<file path="src/rtl/core_pkg.sv">
// Types and constants shared by the pipeline sequencer and the pipeline registers.
package core_pkg;

  localparam logic [4:0] REG_X0 = 5'd0;

  typedef enum logic [1:0] {
    StRun       = 2'd0,
    StDmemWait  = 2'd1,
    StRedirPend = 2'd2
  } hazard_state_e;

  typedef struct packed {
    logic en;
    logic flush;
  } stage_ctrl_t;

endpackage

</file>
<file path="src/rtl/sat_counter.sv">
// Up-counter that sticks at all-ones instead of wrapping.
module sat_counter #(
  parameter int unsigned Width = 8
) (
  input  logic             clk_i,
  input  logic             rst_ni,
  input  logic             inc_i,
  output logic [Width-1:0] count_o
);

  logic [Width-1:0] count_q, count_d;

  always_comb begin
    count_d = count_q;
    if (inc_i && (count_q != '1)) begin
      count_d = count_q + Width'(1);
    end
  end

  always_ff @(posedge clk_i or negedge rst_ni) begin
    if (!rst_ni) begin
      count_q <= '0;
    end else begin
      count_q <= count_d;
    end
  end

  assign count_o = count_q;

endmodule

</file>
<file path="src/rtl/hazard_ctrl.sv">
// Pipeline sequencer: load-use / branch / fetch-wait / dmem-wait handling for the 5-stage core,
// with PC redirect generation and stall/flush performance counters.
module hazard_ctrl
  import core_pkg::*;
#(
  parameter int unsigned CNT_W        = 32,
  parameter int unsigned DMEM_TIMEOUT = 255
) (
  input  logic             clk,
  input  logic             rst,
  input  logic [4:0]       ID_rs1,
  input  logic [4:0]       ID_rs2,
  input  logic             ID_uses_rs1,
  input  logic             ID_uses_rs2,
  input  logic [4:0]       EX_rd,
  input  logic             EX_MemRead,
  input  logic             EX_branch_taken,
  input  logic [31:0]      EX_target,
  input  logic             imem_ready,
  input  logic             dmem_req,
  input  logic             dmem_ready,
  output logic             PC_en,
  output logic             IF_ID_en,
  output logic             IF_ID_flush,
  output logic             ID_EX_en,
  output logic             ID_EX_flush,
  output logic             EX_MEM_en,
  output logic             MEM_WB_en,
  output logic             redirect_valid,
  output logic [31:0]      redirect_pc,
  output logic             bus_err,
  output logic [CNT_W-1:0] stall_cycles,
  output logic [CNT_W-1:0] flush_count
);

  localparam int unsigned WaitW = $clog2(DMEM_TIMEOUT + 1);
  localparam logic [WaitW-1:0] WaitMax = WaitW'(DMEM_TIMEOUT);

  hazard_state_e    state_q, state_d;
  logic             resume_q, resume_d;
  logic [31:0]      redir_pc_q, redir_pc_d;
  logic [WaitW-1:0] wait_q, wait_d, wait_inc;
  logic             bus_err_q, bus_err_d;

  stage_ctrl_t if_id, id_ex;
  logic        pc_en, ex_mem_en, mem_wb_en;
  logic        redir_valid;
  logic [31:0] redir_pc;
  logic        freeze, resume_redir, load_use, flush_inc, stall_inc;

  assign load_use = EX_MemRead && (EX_rd != REG_X0) &&
                    ((ID_uses_rs1 && (ID_rs1 == EX_rd)) ||
                     (ID_uses_rs2 && (ID_rs2 == EX_rd)));

  assign wait_inc = (wait_q == WaitMax) ? wait_q : wait_q + WaitW'(1);

  // resume_q remembers whether a dmem freeze interrupted a pending redirect.
  always_comb begin
    freeze       = dmem_req && !dmem_ready;
    resume_redir = 1'b0;
    case (state_q)
      StDmemWait: begin
        freeze       = !dmem_ready;
        resume_redir = resume_q;
      end
      StRedirPend: resume_redir = 1'b1;
      default: ;
    endcase
  end

  always_comb begin
    pc_en       = 1'b1;
    if_id       = '{en: 1'b1, flush: 1'b0};
    id_ex       = '{en: 1'b1, flush: 1'b0};
    ex_mem_en   = 1'b1;
    mem_wb_en   = 1'b1;
    redir_valid = 1'b0;
    redir_pc    = '0;
    state_d     = StRun;
    resume_d    = 1'b0;
    redir_pc_d  = redir_pc_q;
    wait_d      = '0;
    bus_err_d   = bus_err_q;
    flush_inc   = 1'b0;

    if (freeze) begin
      pc_en     = 1'b0;
      if_id.en  = 1'b0;
      id_ex.en  = 1'b0;
      ex_mem_en = 1'b0;
      mem_wb_en = 1'b0;
      state_d   = StDmemWait;
      resume_d  = resume_redir;
      wait_d    = wait_inc;
      if (wait_inc == WaitMax) begin
        bus_err_d = 1'b1;
      end
    end else if (EX_branch_taken) begin
      // Also covers a load-use in ID: that instruction is wrong-path and gets flushed.
      if_id.flush = 1'b1;
      id_ex.flush = 1'b1;
      redir_valid = 1'b1;
      redir_pc    = EX_target;
      flush_inc   = 1'b1;
      if (!imem_ready) begin
        state_d    = StRedirPend;
        redir_pc_d = EX_target;
      end
    end else if (resume_redir) begin
      if_id.flush = 1'b1;
      redir_valid = 1'b1;
      redir_pc    = redir_pc_q;
      if (!imem_ready) begin
        state_d = StRedirPend;
      end
    end else if (load_use) begin
      pc_en       = 1'b0;
      if_id.en    = 1'b0;
      id_ex.flush = 1'b1;
    end else if (!imem_ready) begin
      pc_en       = 1'b0;
      if_id.flush = 1'b1;
    end

    // Reset acts on the outputs immediately, not only after the next edge.
    if (!rst) begin
      pc_en       = 1'b0;
      if_id       = '{en: 1'b0, flush: 1'b1};
      id_ex       = '{en: 1'b0, flush: 1'b1};
      ex_mem_en   = 1'b0;
      mem_wb_en   = 1'b0;
      redir_valid = 1'b0;
      redir_pc    = '0;
      flush_inc   = 1'b0;
    end
  end

  always_ff @(posedge clk or negedge rst) begin
    if (!rst) begin
      state_q    <= StRun;
      resume_q   <= 1'b0;
      redir_pc_q <= '0;
      wait_q     <= '0;
      bus_err_q  <= 1'b0;
    end else begin
      state_q    <= state_d;
      resume_q   <= resume_d;
      redir_pc_q <= redir_pc_d;
      wait_q     <= wait_d;
      bus_err_q  <= bus_err_d;
    end
  end

  assign stall_inc = !pc_en;

  sat_counter #(
    .Width(CNT_W)
  ) u_stall_cnt (
    .clk_i  (clk),
    .rst_ni (rst),
    .inc_i  (stall_inc),
    .count_o(stall_cycles)
  );

  sat_counter #(
    .Width(CNT_W)
  ) u_flush_cnt (
    .clk_i  (clk),
    .rst_ni (rst),
    .inc_i  (flush_inc),
    .count_o(flush_count)
  );

  assign PC_en          = pc_en;
  assign IF_ID_en       = if_id.en;
  assign IF_ID_flush    = if_id.flush;
  assign ID_EX_en       = id_ex.en;
  assign ID_EX_flush    = id_ex.flush;
  assign EX_MEM_en      = ex_mem_en;
  assign MEM_WB_en      = mem_wb_en;
  assign redirect_valid = redir_valid;
  assign redirect_pc    = redir_pc;
  assign bus_err        = bus_err_q;

endmodule

</file>
<file path="config.mk">
export PLATFORM = sky130hd
export DESIGN_NAME = hazard_ctrl
export DESIGN_NICKNAME = d
export VERILOG_FILES = /design/src/rtl/core_pkg.sv /design/src/rtl/sat_counter.sv /design/src/rtl/hazard_ctrl.sv
export SDC_FILE = /design/constraint.sdc
export NUM_CORES = 1
export LEC_CHECK = 0
export ABC_CLOCK_PERIOD_IN_PS = 3260
export BUFFER_PORTS_ARGS = -buffer_cell sky130_fd_sc_hd__buf_2
export CAP_MARGIN = 20
export CORE_MARGIN = 2
export CORE_UTILIZATION = 53
export DETAILED_ROUTE_END_ITERATION = 8
export PLACE_DENSITY = 0.9
export SYNTH_ARGS = -nofsm -noshare
export SYNTH_HDL_FRONTEND = slang
export SYNTH_HIERARCHICAL = 1
export SYNTH_SLANG_ARGS = --single-unit
export TNS_END_PERCENT = 20
</file>
<file path="constraint.sdc">
create_clock -name clk -period 3.26 [get_ports clk]
set_input_delay 0.163 -clock clk [delete_from_list [all_inputs] [get_ports clk]]
set_output_delay 0.163 -clock clk [all_outputs]
set_load 0.02 [all_outputs]
</file>
Word-level counts from Yosys, hierarchy flattened
Cells that the tools add are included.

Flip-flop bits (word level): 108. Input bits: 56. Output and inout bits: 105. Logic and storage cells: 76.

Add/sub/neg operators: 3. Equal/unequal tests: 8. Multiplexer cells: 43. Bitwise operators: 2. Reductions and logical operators: 13.

Operators by type and width (count): two-way mux 32 bit (4); adder 32 x 1 -> 32 bit (second input constant) (2); inequality test 32 bit (second input constant) (2); two-way mux 1 bit (30); == test 8 bit (second input constant) (2); two-way mux 8 bit (2); two-way mux 2 bit (6); == test 5 bit (2); adder 8 x 1 -> 8 bit (second input constant) (1); logical AND 1 bit (7); nonzero test 5 bit (1); AND reduction 3 bit (1); == test 2 x 1 -> 1 bit (second input constant) (1); == test 2 bit (second input constant) (1); zero test 1 bit (2); inverter 1 bit (2); case mux 1 bit (2 select lines) (1); AND reduction 2 bit (1); logical OR 1 bit (1).

Depth between registers and ports, before layout
Gate-level depths: netlist of the first run.

Depth in word-level cells: 11. Mapped depth: 14.

By module
Netlist of the first run, hierarchy kept.

By module, submodules not included: sat_counter (instances 2, cells each 151, area each 1624.1 µm², sequential area each 800.8 µm²); hazard_ctrl (instances 1, cells each 279, area each 2805.2 µm², sequential area each 1101.1 µm²).

Least setup slack after synthesis of the first run
OpenSTA, ideal clock, no wires.

Path type: register to register. Start: reg state_q[1]. End: reg u_stall_cnt.count_q[29], in the netlist u_stall_cnt/count_o[29]. Arrival: 2.721 ns. Data required time: 3.180 ns. Path slack: 0.460 ns. Cell stages (with the launch flop): 15. Period minus slack after synthesis: 2.800 ns. Cell sequence: dfrtp_1 > inv_1 > ha_1 > nor2_1 > or2_1 > buf_6 > nand2_1 > inv_1 > a31oi_1 > and3_1 > nor2b_1 > clkbuf_1 > nand4_1 > nor4_2 > xor2_1.

Cells in the longest elaborated chain, start to end: 8. Elaborated cells between the ends (all ways): 10. Those cells by class: eq/ne: 2; mux: 6; reduce/logical: 2.

RTL lines: start, declared (RTL line hazard_ctrl.sv:39) `hazard_state_e state_q, state_d;`; start signal, assigned (RTL line hazard_ctrl.sv:140) `state_q <= StRun;`; start signal, assigned (RTL line hazard_ctrl.sv:146) `state_q <= state_d;`; == test 2 bit / == test 2 x 1 -> 1 bit (equally long branches) (RTL line hazard_ctrl.sv:61) `case (state_q)`; case mux 1 bit (2 select lines) (RTL line hazard_ctrl.sv:61); two-way mux 1 bit (RTL line hazard_ctrl.sv:109) `end else if (resume_redir) begin`; two-way mux 1 bit (RTL line hazard_ctrl.sv:98) `end else if (EX_branch_taken) begin`; two-way mux 1 bit * (RTL line hazard_ctrl.sv:86) `if (freeze) begin`; two-way mux 1 bit * (RTL line hazard_ctrl.sv:126) `if (!rst) begin`; zero test 1 bit * (RTL line hazard_ctrl.sv:154) `assign stall_inc = !pc_en;`; named net stall_inc (RTL line hazard_ctrl.sv:49) `logic freeze, resume_redir, load_use, flush_inc, stall_inc;`; logical AND 1 bit * (RTL line sat_counter.sv:15) `if (inc_i && (count_q != '1)) begin`; end signal, assigned (RTL line sat_counter.sv:24) `count_q <= count_d;`; end, declared (RTL line sat_counter.sv:11) `logic [Width-1:0] count_q, count_d;`.

The timed path passes the listed nets; every way through them passes the cells marked *. A chain may end at the register's enable or synchronous reset.

Worst setup path after layout of the first run
Start: reg state_q[0]. End: reg u_stall_cnt.count_q[29], in the netlist u_stall_cnt/count_o[29].

Same word-level chain as after synthesis.

==> run_results.csv, run 1 <==
group,metric,value,unit
setup_path,end_kind,"flop",
yosys,syn_nets,642,
die,rows,39,
detailed_routing,ant_nets,0,
setup_path,ff2ff_path_depth,12,
yosys,synthTopCellsByArea,"dfrtp_1, xnor2_1, mux2_4",
power_and_ir_drop,p_leak,3.47,nW
detailed_routing,vias_per_cell,5.75,
yosys,syn-cell-area,6050,µm²
timing,worst_slack,0.467,ns
power_and_ir_drop,p_sw,1.07,mW
detailed_routing,wl_per_cell,16.7,µm
clocking,htree_num_levels,3,
yosys,syn_inst,581,
yosys,synth_area_leader_cell,"dfrtp_1",
detailed_routing,drtIter0Drc,396,
final_layout,nNetsFinal,797,
final_layout,drive_above_1_share,0.329,
timing,rsz0062_at_grt,"false",
setup_path,worst-setup-path-type,"flop to flop",
global_routing,grt_pass1_vias,4826,
setup_path,rrSetupSlack,0.47,ns
timing,period_minus_slack,2.79,ns
place,place_ws,0.574,ns
power_and_ir_drop,pwr-share-clk,0.329,
detailed_routing,routed-via-count,5084,
clocking,cts_sinks,108,
die,die_area,12300,µm²
job,cap_violations,0,
yosys,synth_top_area_frac,0.446,
place,port_buffers,160,
worst_hold_path,holdPathEnd,"redir_pc_q[6]",
die,core_area,11300,µm²
place,dp.final_hpwl,10400,µm
status,outcome,"finished clean",
yosys,ys_types,52,
global_routing,grt_pass1_wl,24500,µm
yosys,synth_seq_area_share,0.446,
global_routing,grt.total_usage,0.246,
clocking,cts_buffers,9,
die,start_util,0.537,
timing,worst_pin_slew,0.868,ns
clocking,cts-hold-fix-buffers,1,
final_layout,diodes,0,
power_and_ir_drop,p_comb_frac,0.209,
die,die_w,111,µm
timing,final_hold_viol_count,0,
timing,setup-tns-final,0,ns
global_routing,grt_max_degree,64,
timing,slew_viol_final,0,
detailed_routing,drc,0,
worst_hold_path,holdCritPathClass,"input port to flop",
setup_path,arrival,3.07,ns
global_routing,antenna_found_initial,0,
timing,clock_skew,0.00742,ns
clocking,cts_tree,"done",
place,placed_area,6920,µm²
final_layout,nFillCells,923,
power_and_ir_drop,p_per_area,493,nW/µm²
yosys,ys_seq_elements,108,
power_and_ir_drop,switching_share,0.300,
clocking,cts_buffer_depth,2,
global_routing,grt-ovfl-total,0,
timing,maxSlewHeadroom,0.416,
timing,setup_viol,0,
detailed_routing,totalWireLength,14700,µm
setup_path,timing.rr.end,"u_stall_cnt/count_o[29]",
setup_path,reg2reg_from,"state_q[0]",
place,gp_congestion,0.931,
setup_path,cp-start-kind,"flop",
clocking,cts_resized,0,
worst_hold_path,min_from,"EX_target[6]",
die,die_h,111,µm
power_and_ir_drop,peakVddDrop,394,µV
clocking,cts-root-buf,"clkbuf_16",
setup_path,cp_max_fo,7,
worst_hold_path,min_path_cells,2,
yosys,synth_edf_count,0,
yosys,synth_flop_cell,"dfrtp_1",
timing,period_share,0.857,
setup_path,required,3.54,ns
power_and_ir_drop,p_int,2.50,mW
clocking,insertion_delay,0.35,ns
clocking,path_clk_slew,0.07,ns
detailed_routing,first_pass_iters,5,
yosys,yosysWarnings,6,
clocking,postCtsSetupBuffers,0,
timing,fmax,358,MHz
die,io_pins,161,
yosys,syn_avg_cell_area,10.4,µm²
final_layout,area_delta_synth_final,19.8,%
yosys,synthArstFlopShare,1.00,
power_and_ir_drop,seqPwrFrac,0.463,
final_layout,final_cell_area,7250,µm²
==> final cells by class <==
class,count,area [µm²],area share
tap,143,179,0.0247
clock inverter,6,95.1,0.0131
inverter,7,31.3,0.00431
sequential,108,2700,0.373
multi-input combinational,441,3140,0.433
timing repair buffer,169,873,0.120
clock buffer,10,229,0.0316
==> layout by cell type (no fill, tap or decap), types with 11 or more instances in the layout <==
master	netlist	routed
nand3b_1	34	34
xor2_1	11	11
buf_2	7	159
mux2_4	30	30
a21oi_1	41	41
nand2_1	77	77
nand3_1	34	34
nor2_1	27	26
nand4_1	32	32
xnor2_1	60	60
dfrtp_1	108	108
==> worst max-delay path, stage by stage (launching register included) <==
cell and delay [ns]:
dfrtp_1 0.38, ha_1 0.21, a21oi_1 0.20, nor2_2 0.06, nor2_1 0.18, nor2_1 0.11
a31oi_1 0.16, buf_4 0.17, and3_1 0.21, nor2b_1 0.50, nand4_1 0.18, nor4_2 0.19
xor2_1 0.16
==> per-layer routing <==
layer / track usage / wire length [µm]
met4: 0.0908 / 350
met3: 0.0432 / 846
met1: 0.334 / 6440
met5: 0 / 0
met2: 0.397 / 7080
==> cell families (layout without fill, tap and decap cells) <==
family          after synthesis  after routing  share of synthesized area
mux                          37             37                     0.0874
compound gates               64             64                     0.0661
simple gates                264            264                      0.252
fa+ha+maj                     5              5                     0.0103
flops                       108            108                      0.446
buf+inv                      32            192                     0.0351
xor+xnor                     71             71                      0.103
==> sequential cells by signal, summed over array words and instances, names as in the netlist <==
| name | count |
|---|---|
| redir_pc_q | 32 |
| u_flush_cnt/count_o | 32 |
| u_stall_cnt/count_o | 32 |
| wait_q | 8 |
| state_q | 2 |
| bus_err | 1 |
| resume_q | 1 |
==> through the flow <==
step	total power, mW	hold slack (ns)	instances	utilization
6_report	3.58	0.0532	884	0.643
3_3_place_gp	2.39	0.360	867	0.614
3_5_place_dp	2.42	0.360	867	0.614
4_1_cts	3.60	0.0388	884	0.643
2_1_floorplan	2.14	-0.133	581	-
5_1_grt	3.75	0.0467	884	0.643
==> power groups by stage <==
stage | Combinational, mW | Clock (mW) | Sequential [mW]
2_1_floorplan | 0.409 | 0 | 1.73
3_3_place_gp | 0.721 | 0 | 1.67
3_5_place_dp | 0.744 | 0 | 1.67
4_1_cts | 0.749 | 1.20 | 1.65
5_1_grt | 0.813 | 1.26 | 1.68
6_report | 0.746 | 1.18 | 1.66
==> Yosys cell counts (9+ instances only) <==
| cell type | number |
|---|---|
| a21oi_1 | 41 |
| nand4_1 | 32 |
| nand3b_1 | 34 |
| nand2_1 | 77 |
| mux2_4 | 30 |
| xor2_1 | 11 |
| nand3_1 | 34 |
| dfrtp_1 | 108 |
| xnor2_1 | 60 |
| and4_1 | 9 |
| nor2_1 | 27 |
| nor3_1 | 9 |
| clkbuf_1 | 10 |
==> worst max-delay path by stage <==
stage	from	endpoint
after floorplan	state_q[1]	u_stall_cnt/count_o[29]
after global placement	state_q[1]	u_stall_cnt/count_o[29]
after detailed placement	state_q[0]	u_stall_cnt/count_o[29]
after CTS	state_q[0]	u_stall_cnt/count_o[29]
after global routing	state_q[1]	u_stall_cnt/count_o[29]
final	state_q[0]	u_stall_cnt/count_o[29]
(Power assumes the default switching activity.)
==> inputs of run 2 (changes only) <==
--- a/config.mk
+++ b/config.mk
@@ -5,7 +5,7 @@
 export SDC_FILE = /design/constraint.sdc
 export NUM_CORES = 1
 export LEC_CHECK = 0
-export ABC_CLOCK_PERIOD_IN_PS = 3260
+export ABC_CLOCK_PERIOD_IN_PS = 3200
 export BUFFER_PORTS_ARGS = -buffer_cell sky130_fd_sc_hd__buf_2
 export CAP_MARGIN = 20
 export CORE_MARGIN = 2
==> constraint.sdc (replaced) <==
create_clock -name clk -period 3.2 [get_ports clk]
set_input_delay 0.16 -clock clk [delete_from_list [all_inputs] [get_ports clk]]
set_output_delay 0.16 -clock clk [all_outputs]
set_load 0.02 [all_outputs]
==> run_results.csv, run 2 (synthesis results as in run 1) <==
group,metric,value,unit
setup_path,rrSetupSlack,0.42,ns
die,die_h,111,µm
detailed_routing,wl_met1,6300,µm
status,outcome,"finished clean",
setup_path,crit_path_max_incr_delay,0.48,ns
timing,maxSlewHeadroom,0.496,
die,io_pins,161,
worst_hold_path,holdPathEnd,"redir_pc_q[15]",
setup_path,crit_buf_inv,3,
setup_path,reg2reg_from,"state_q[1]",
clocking,path_clk_slew,0.07,ns
setup_path,path_cells,"inv_1 -> ha_1 -> nor2_1 -> or2_1 -> nand2_1 -> inv_1 -> a31oi_1 -> buf_4 -> and3_1 -> nor2b_1 -> nand4_1 -> nor4_2 -> xor2_1",
power_and_ir_drop,peakVddDrop,458,µV
clocking,cts-root-buf,"clkbuf_16",
global_routing,grt_pass1_wl,23700,µm
setup_path,ff2ff_path_depth,13,
setup_path,cp_max_fo,7,
timing,period_minus_slack,2.78,ns
setup_path,arrival,3.05,ns
final_layout,diodes,0,
timing,worst_pin_slew,0.749,ns
detailed_routing,routed-via-count,5015,
timing,fmax,359,MHz
detailed_routing,wl_per_cell,16.0,µm
clocking,htree_num_levels,3,
global_routing,grt.total_usage,0.235,
setup_path,cp_slowest_cell,"nor2b_1",
detailed_routing,drtIter0Drc,349,
worst_hold_path,holdCritPathClass,"input port to flop",
final_layout,layout_common_cells,"buf_2, dfrtp_1, nand2_1",
global_routing,grt-ovfl-total,0,
place,port_buffers,160,
die,core_area,11300,µm²
setup_path,required,3.47,ns
place,gp_congestion,0.928,
setup_path,crit_family,"simple AND/OR/NAND/NOR gates",
place,dp.final_hpwl,10100,µm
die,rows,39,
global_routing,antenna_found_initial,0,
timing,period_share,0.870,
die,start_util,0.537,
worst_hold_path,min_path_cells,2,
setup_path,worst-setup-path-type,"flop to flop",
final_layout,drive_above_1_share,0.331,
setup_path,end_kind,"flop",
timing,setup_viol,0,
timing,clock_skew,0.0115,ns
clocking,cts_resized,0,
final_layout,nNetsFinal,797,
setup_path,cp-start-kind,"flop",
worst_hold_path,min_from,"EX_target[15]",
global_routing,grt_pass1_vias,4745,
setup_path,timing.rr.end,"u_stall_cnt/count_o[29]",
global_routing,grt_max_degree,64,
timing,setup-tns-final,0,ns
power_and_ir_drop,p_per_area,515,nW/µm²
timing,slew_viol_final,0,
die,die_area,12300,µm²
power_and_ir_drop,p_leak,3.49,nW
clocking,postCtsSetupBuffers,0,
detailed_routing,dr_wl_met2,6730,µm
final_layout,instances_no_fill,884,
detailed_routing,ant_nets,0,
clocking,insertion_delay,0.35,ns
timing,final_hold_viol_count,0,
job,cap_violations,0,
setup_path,crit_top_cell,"inv_1",
clocking,cts_tree,"done",
clocking,cts_buffer_depth,2,
detailed_routing,drc,0,
clocking,cts_sinks,108,
place,place_inst,867,
detailed_routing,vias_per_cell,5.67,
detailed_routing,first_pass_iters,5,
detailed_routing,wl_met3,823,µm
final_layout,area_delta_synth_final,20.3,%
detailed_routing,totalWireLength,14100,µm
detailed_routing,dr.max_layer_used,"met4",
timing,rsz0062_at_grt,"false",
die,die_w,111,µm
clocking,cts_buffers,9,
final_layout,mostFrequentLayoutCell,"buf_2",
==> run 2: cell count changes in the layout (fill, tap and decap cells not counted), sizes merged <==
| cell | before | now |
|---|---|---|
| bufinv | 2 | 3 |
| inv | 9 | 10 |
| clkbuf | 10 | 9 |
| clkinv | 2 | 1 |
==> run 2: worst max path at each step <==
| stage | from | cells after the start | slack [ns] | to |
|---|---|---|---|---|
| after CTS | state_q[1] | 13 | 0.46 | u_stall_cnt/count_o[29] |
| final | state_q[1] | 13 | 0.42 | u_stall_cnt/count_o[29] |
| after detailed placement | state_q[1] | 13 | 0.50 | u_stall_cnt/count_o[29] |
| after global routing | state_q[1] | 13 | 0.14 | u_stall_cnt/count_o[29] |
| after global placement | state_q[1] | 13 | 0.60 | u_stall_cnt/count_o[29] |
| after floorplan | state_q[1] | 14 | 0.40 | u_stall_cnt/count_o[29] |
==> run 2: report_power, final <==
part | internal [mW] | switching, mW
Sequential | 1.52 | 0.163
Combinational | 0.333 | 0.423
Clock | 0.781 | 0.527
Total | 2.63 | 1.11
==> run 2: routing by layer <==
layer / global-route usage / up-vias
met5: 0 / -
met4: 0.0833 / 0
met3: 0.0344 / 22
met2: 0.375 / 182
met1: 0.330 / 2422
li1: - / 2389
==> run 2: cell type report <==
class	count	area [µm²]
clock buffers	9	225
clock inverters	7	130
fillers	898	3990
inverters	7	31.3
multi-input cells	441	3140
flip-flops and latches	108	2700
well taps	143	179
repair buffers	169	873
==> run 2: worst register-to-register path, cell delays in order, from the launching register on <==
cell     delay (ns)
dfrtp_1        0.39
inv_1          0.06
ha_1           0.15
nor2_1         0.04
or2_1          0.21
nand2_1        0.13
inv_1          0.12
a31oi_1        0.19
buf_4          0.18
and3_1         0.21
nor2b_1        0.48
nand4_1        0.17
nor4_2         0.21
xor2_1         0.16
==> run 2: stage by stage <==
step / hold WS [ns] / setup WS (ns) / total power, mW / area [µm²] / util
2_1_floorplan: -0.136 / 0.400 / 2.18 / 6050 / -
3_3_place_gp: 0.371 / 0.604 / 2.43 / 6920 / 0.614
3_5_place_dp: 0.369 / 0.499 / 2.46 / 6920 / 0.614
4_1_cts: 0.0423 / 0.455 / 3.78 / 7280 / 0.646
5_1_grt: 0.0513 / 0.141 / 3.92 / 7280 / 0.646
6_report: 0.0585 / 0.417 / 3.75 / 7280 / 0.646
==> run 2: timing repair <==
action                                  4_1_cts  5_1_grt
hold buffers                                  1        0
hold endpoints to repair                     45        0
endpoints found under the setup margin        0        0
==> inputs of run 3 (changes only) <==
--- a/config.mk
+++ b/config.mk
@@ -5,13 +5,15 @@
 export SDC_FILE = /design/constraint.sdc
 export NUM_CORES = 1
 export LEC_CHECK = 0
+export ABC_AREA = 1
 export ABC_CLOCK_PERIOD_IN_PS = 3200
 export BUFFER_PORTS_ARGS = -buffer_cell sky130_fd_sc_hd__buf_2
 export CAP_MARGIN = 20
 export CORE_MARGIN = 2
-export CORE_UTILIZATION = 53
+export CORE_UTILIZATION = 35
 export DETAILED_ROUTE_END_ITERATION = 8
-export PLACE_DENSITY = 0.9
+export HOLD_SLACK_MARGIN = 0.02
+export PLACE_DENSITY = 0.66
 export SYNTH_ARGS = -nofsm -noshare
 export SYNTH_HDL_FRONTEND = slang
 export SYNTH_HIERARCHICAL = 1
==> run_results.csv, run 3 <==
group,metric,value,unit
status,outcome,"finished clean",
timing,maxSlewHeadroom,0.477,
clocking,cts_sinks,108,
final_layout,drive_above_1_share,0.223,
die,io_pins,161,
yosys,synthArstFlopShare,1.00,
power_and_ir_drop,pwr-share-clk,0.331,
final_layout,nFillCells,2138,
yosys,synth_area_leader_cell,"dfrtp_1",
die,core_area,20300,µm²
yosys,synthAdderAreaFrac,0.00860,
yosys,ys_seq_elements,108,
power_and_ir_drop,p_sw,1.11,mW
setup_path,required,3.04,ns
timing,worst_pin_slew,0.785,ns
clocking,cts-hold-fix-buffers,2,
yosys,yosysWarnings,6,
setup_path,end_kind,"primary output",
die,die_w,148,µm
global_routing,grt_pass1_vias,6344,
timing,slew_viol_final,0,
die,rows,52,
detailed_routing,drc,0,
yosys,synth_xor_xnor_area_share,0.0241,
yosys,synthSimpleGateAreaFrac,0.403,
timing,final_hold_viol_count,0,
worst_hold_path,holdCritPathClass,"input port to async pin",
timing,period_minus_slack,2.61,ns
clocking,cts_resized,0,
final_layout,area_delta_synth_final,17.5,%
yosys,synth_edf_count,0,
final_layout,mostFrequentLayoutCell,"nand2_1",
final_layout,multiInputGateArea,3850,µm²
global_routing,antenna_found_initial,0,
detailed_routing,drtIter0Drc,420,
yosys,syn-cell-area,7270,µm²
clocking,postCtsSetupBuffers,0,
yosys,syn_inst,1041,
final_layout,seq_area,2700,µm²
setup_path,worst-setup-path-type,"flop to primary output",
power_and_ir_drop,seqPwrFrac,0.479,
power_and_ir_drop,p_per_area,399,nW/µm²
yosys,synthTopCellsByArea,"dfrtp_1, nand2_1, nor2_1",
setup_path,rrSetupSlack,0.79,ns
place,place_inst,1448,
setup_path,cp-start-kind,"flop",
detailed_routing,routed-via-count,7098,
global_routing,grt-ovfl-total,0,
place,port_buffers,160,
power_and_ir_drop,switching_share,0.325,
yosys,synth_seq_area_share,0.372,
detailed_routing,totalWireLength,20000,µm
power_and_ir_drop,p_leak,4.22,nW
timing,setup_viol,0,
power_and_ir_drop,peakVddDrop,237,µV
setup_path,reg2reg_from,"state_q[0]",
power_and_ir_drop,p_comb_frac,0.190,
clocking,htree_num_levels,3,
setup_path,cp_max_fo,16,
final_layout,final_cell_area,8550,µm²
timing,setup-tns-final,0,ns
global_routing,grt_max_degree,60,
yosys,synth_top_family_by_area,"simple AND/OR/NAND/NOR gates",
setup_path,timing.rr.end,"u_flush_cnt/count_o[28]",
final_layout,layout_common_cells,"nand2_1, buf_2, nor2_1",
yosys,syn_avg_cell_area,6.99,µm²
place,gp_congestion,0.903,
die,die_h,148,µm
global_routing,grt.total_usage,0.179,
timing,clock_skew,0.0173,ns
clocking,cts_tree,"done",
timing,rsz0062_at_grt,"false",
final_layout,nNetsFinal,1252,
detailed_routing,vias_per_cell,4.84,
timing,fmax,384,MHz
clocking,cts_buffer_depth,2,
die,die_area,21900,µm²
clocking,cts-root-buf,"clkbuf_16",
die,start_util,0.358,
yosys,synth_top_area_frac,0.372,
detailed_routing,wl_per_cell,13.6,µm
yosys,yosysMostFrequentCell,"nand2_1",
clocking,insertion_delay,0.35,ns
yosys,syn_nets,1102,
detailed_routing,ant_nets,0,
yosys,synth_flop_cell,"dfrtp_1",
yosys,synth_common_cells,"nand2_1, nor2_1, inv_1",
setup_path,arrival,2.45,ns
power_and_ir_drop,p_int,2.30,mW
yosys,muxShareOfSynthArea,0,
yosys,synth_compound_area_frac,0.0934,
place,dp.final_hpwl,14800,µm
detailed_routing,first_pass_iters,5,
job,cap_violations,0,
yosys,ys_types,35,
clocking,cts_buffers,9,
place,placed_area,8230,µm²
timing,timing.hold.ws,0.0144,ns
timing,period_share,0.815,
setup_path,ff2ff_path_depth,13,
global_routing,grt_pass1_wl,31900,µm
final_layout,diodes,0,
final_layout,fin_util,0.421,
clocking,path_clk_slew,0.09,ns
final_layout,instances_no_fill,1466,
-- run 3: critical path: stages, from the launching register on --
cell     delay (ns)
dfrtp_1        0.40
ha_1           0.22
nor2_1         0.13
nor2_2         0.07
inv_4          0.14
nand2_4        0.09
nor2_4         0.21
inv_2          0.24
buf_4          0.27
o22ai_2        0.13
buf_2          0.19
-- run 3: power groups by stage --
stage	Sequential, mW	Combinational [mW]	Clock [mW]
5_1_grt	1.66	0.726	1.22
4_1_cts	1.63	0.661	1.17
3_5_place_dp	1.66	0.657	0
3_3_place_gp	1.66	0.646	0
2_1_floorplan	1.69	0.370	0
6_report	1.63	0.648	1.13
-- run 3: area by class of cell --
class	count	area share
Tap cell	270	0.0395
Sequential cell	108	0.316
Clock buffer	11	0.0296
Multi-Input combinational cell	776	0.450
Timing Repair Buffer	171	0.104
Clock inverter	5	0.00498
Inverter	125	0.0552
-- run 3: cells by family (layout without fill, tap and decap cells) --
logic type                 count (synthesis)  after routing
xor gates and xnor gates                  20             20
buffers and inverters                    157            312
adders and majority gates                  5              5
AOI/OAI and AO/OA                         85             85
and+or+nand+nor                          666            666
DFF                                      108            108
-- run 3: metal layers --
metal  wire length [µm]  share of wire  global-route usage
met1               8750           0.44               0.233
met2               9510           0.48               0.298
met3               1190          0.059              0.0304
met4                543          0.027              0.0705
met5                  0              0                   0
-- run 3: how the worst max path moves through the flow --
stage                from                      end  slack, ns  cells past startpoint
2_1_floorplan  state_q[1]  u_stall_cnt/count_o[26]       0.96                     15
3_3_place_gp   state_q[0]  u_flush_cnt/count_o[18]       0.92                     13
3_5_place_dp   state_q[1]  u_stall_cnt/count_o[26]       0.81                     15
4_1_cts        state_q[0]          redirect_pc[13]       0.56                     10
5_1_grt        state_q[0]          redirect_pc[13]       0.45                     10
6_report       state_q[0]          redirect_pc[13]       0.59                     10
-- run 3: stage by stage --
step                power, mW  worst slack, ns
floorplan                2.07            0.957
global placement         2.30            0.917
detailed placement       2.32            0.811
CTS                      3.47            0.564
global route             3.60            0.446
finish                   3.41            0.593
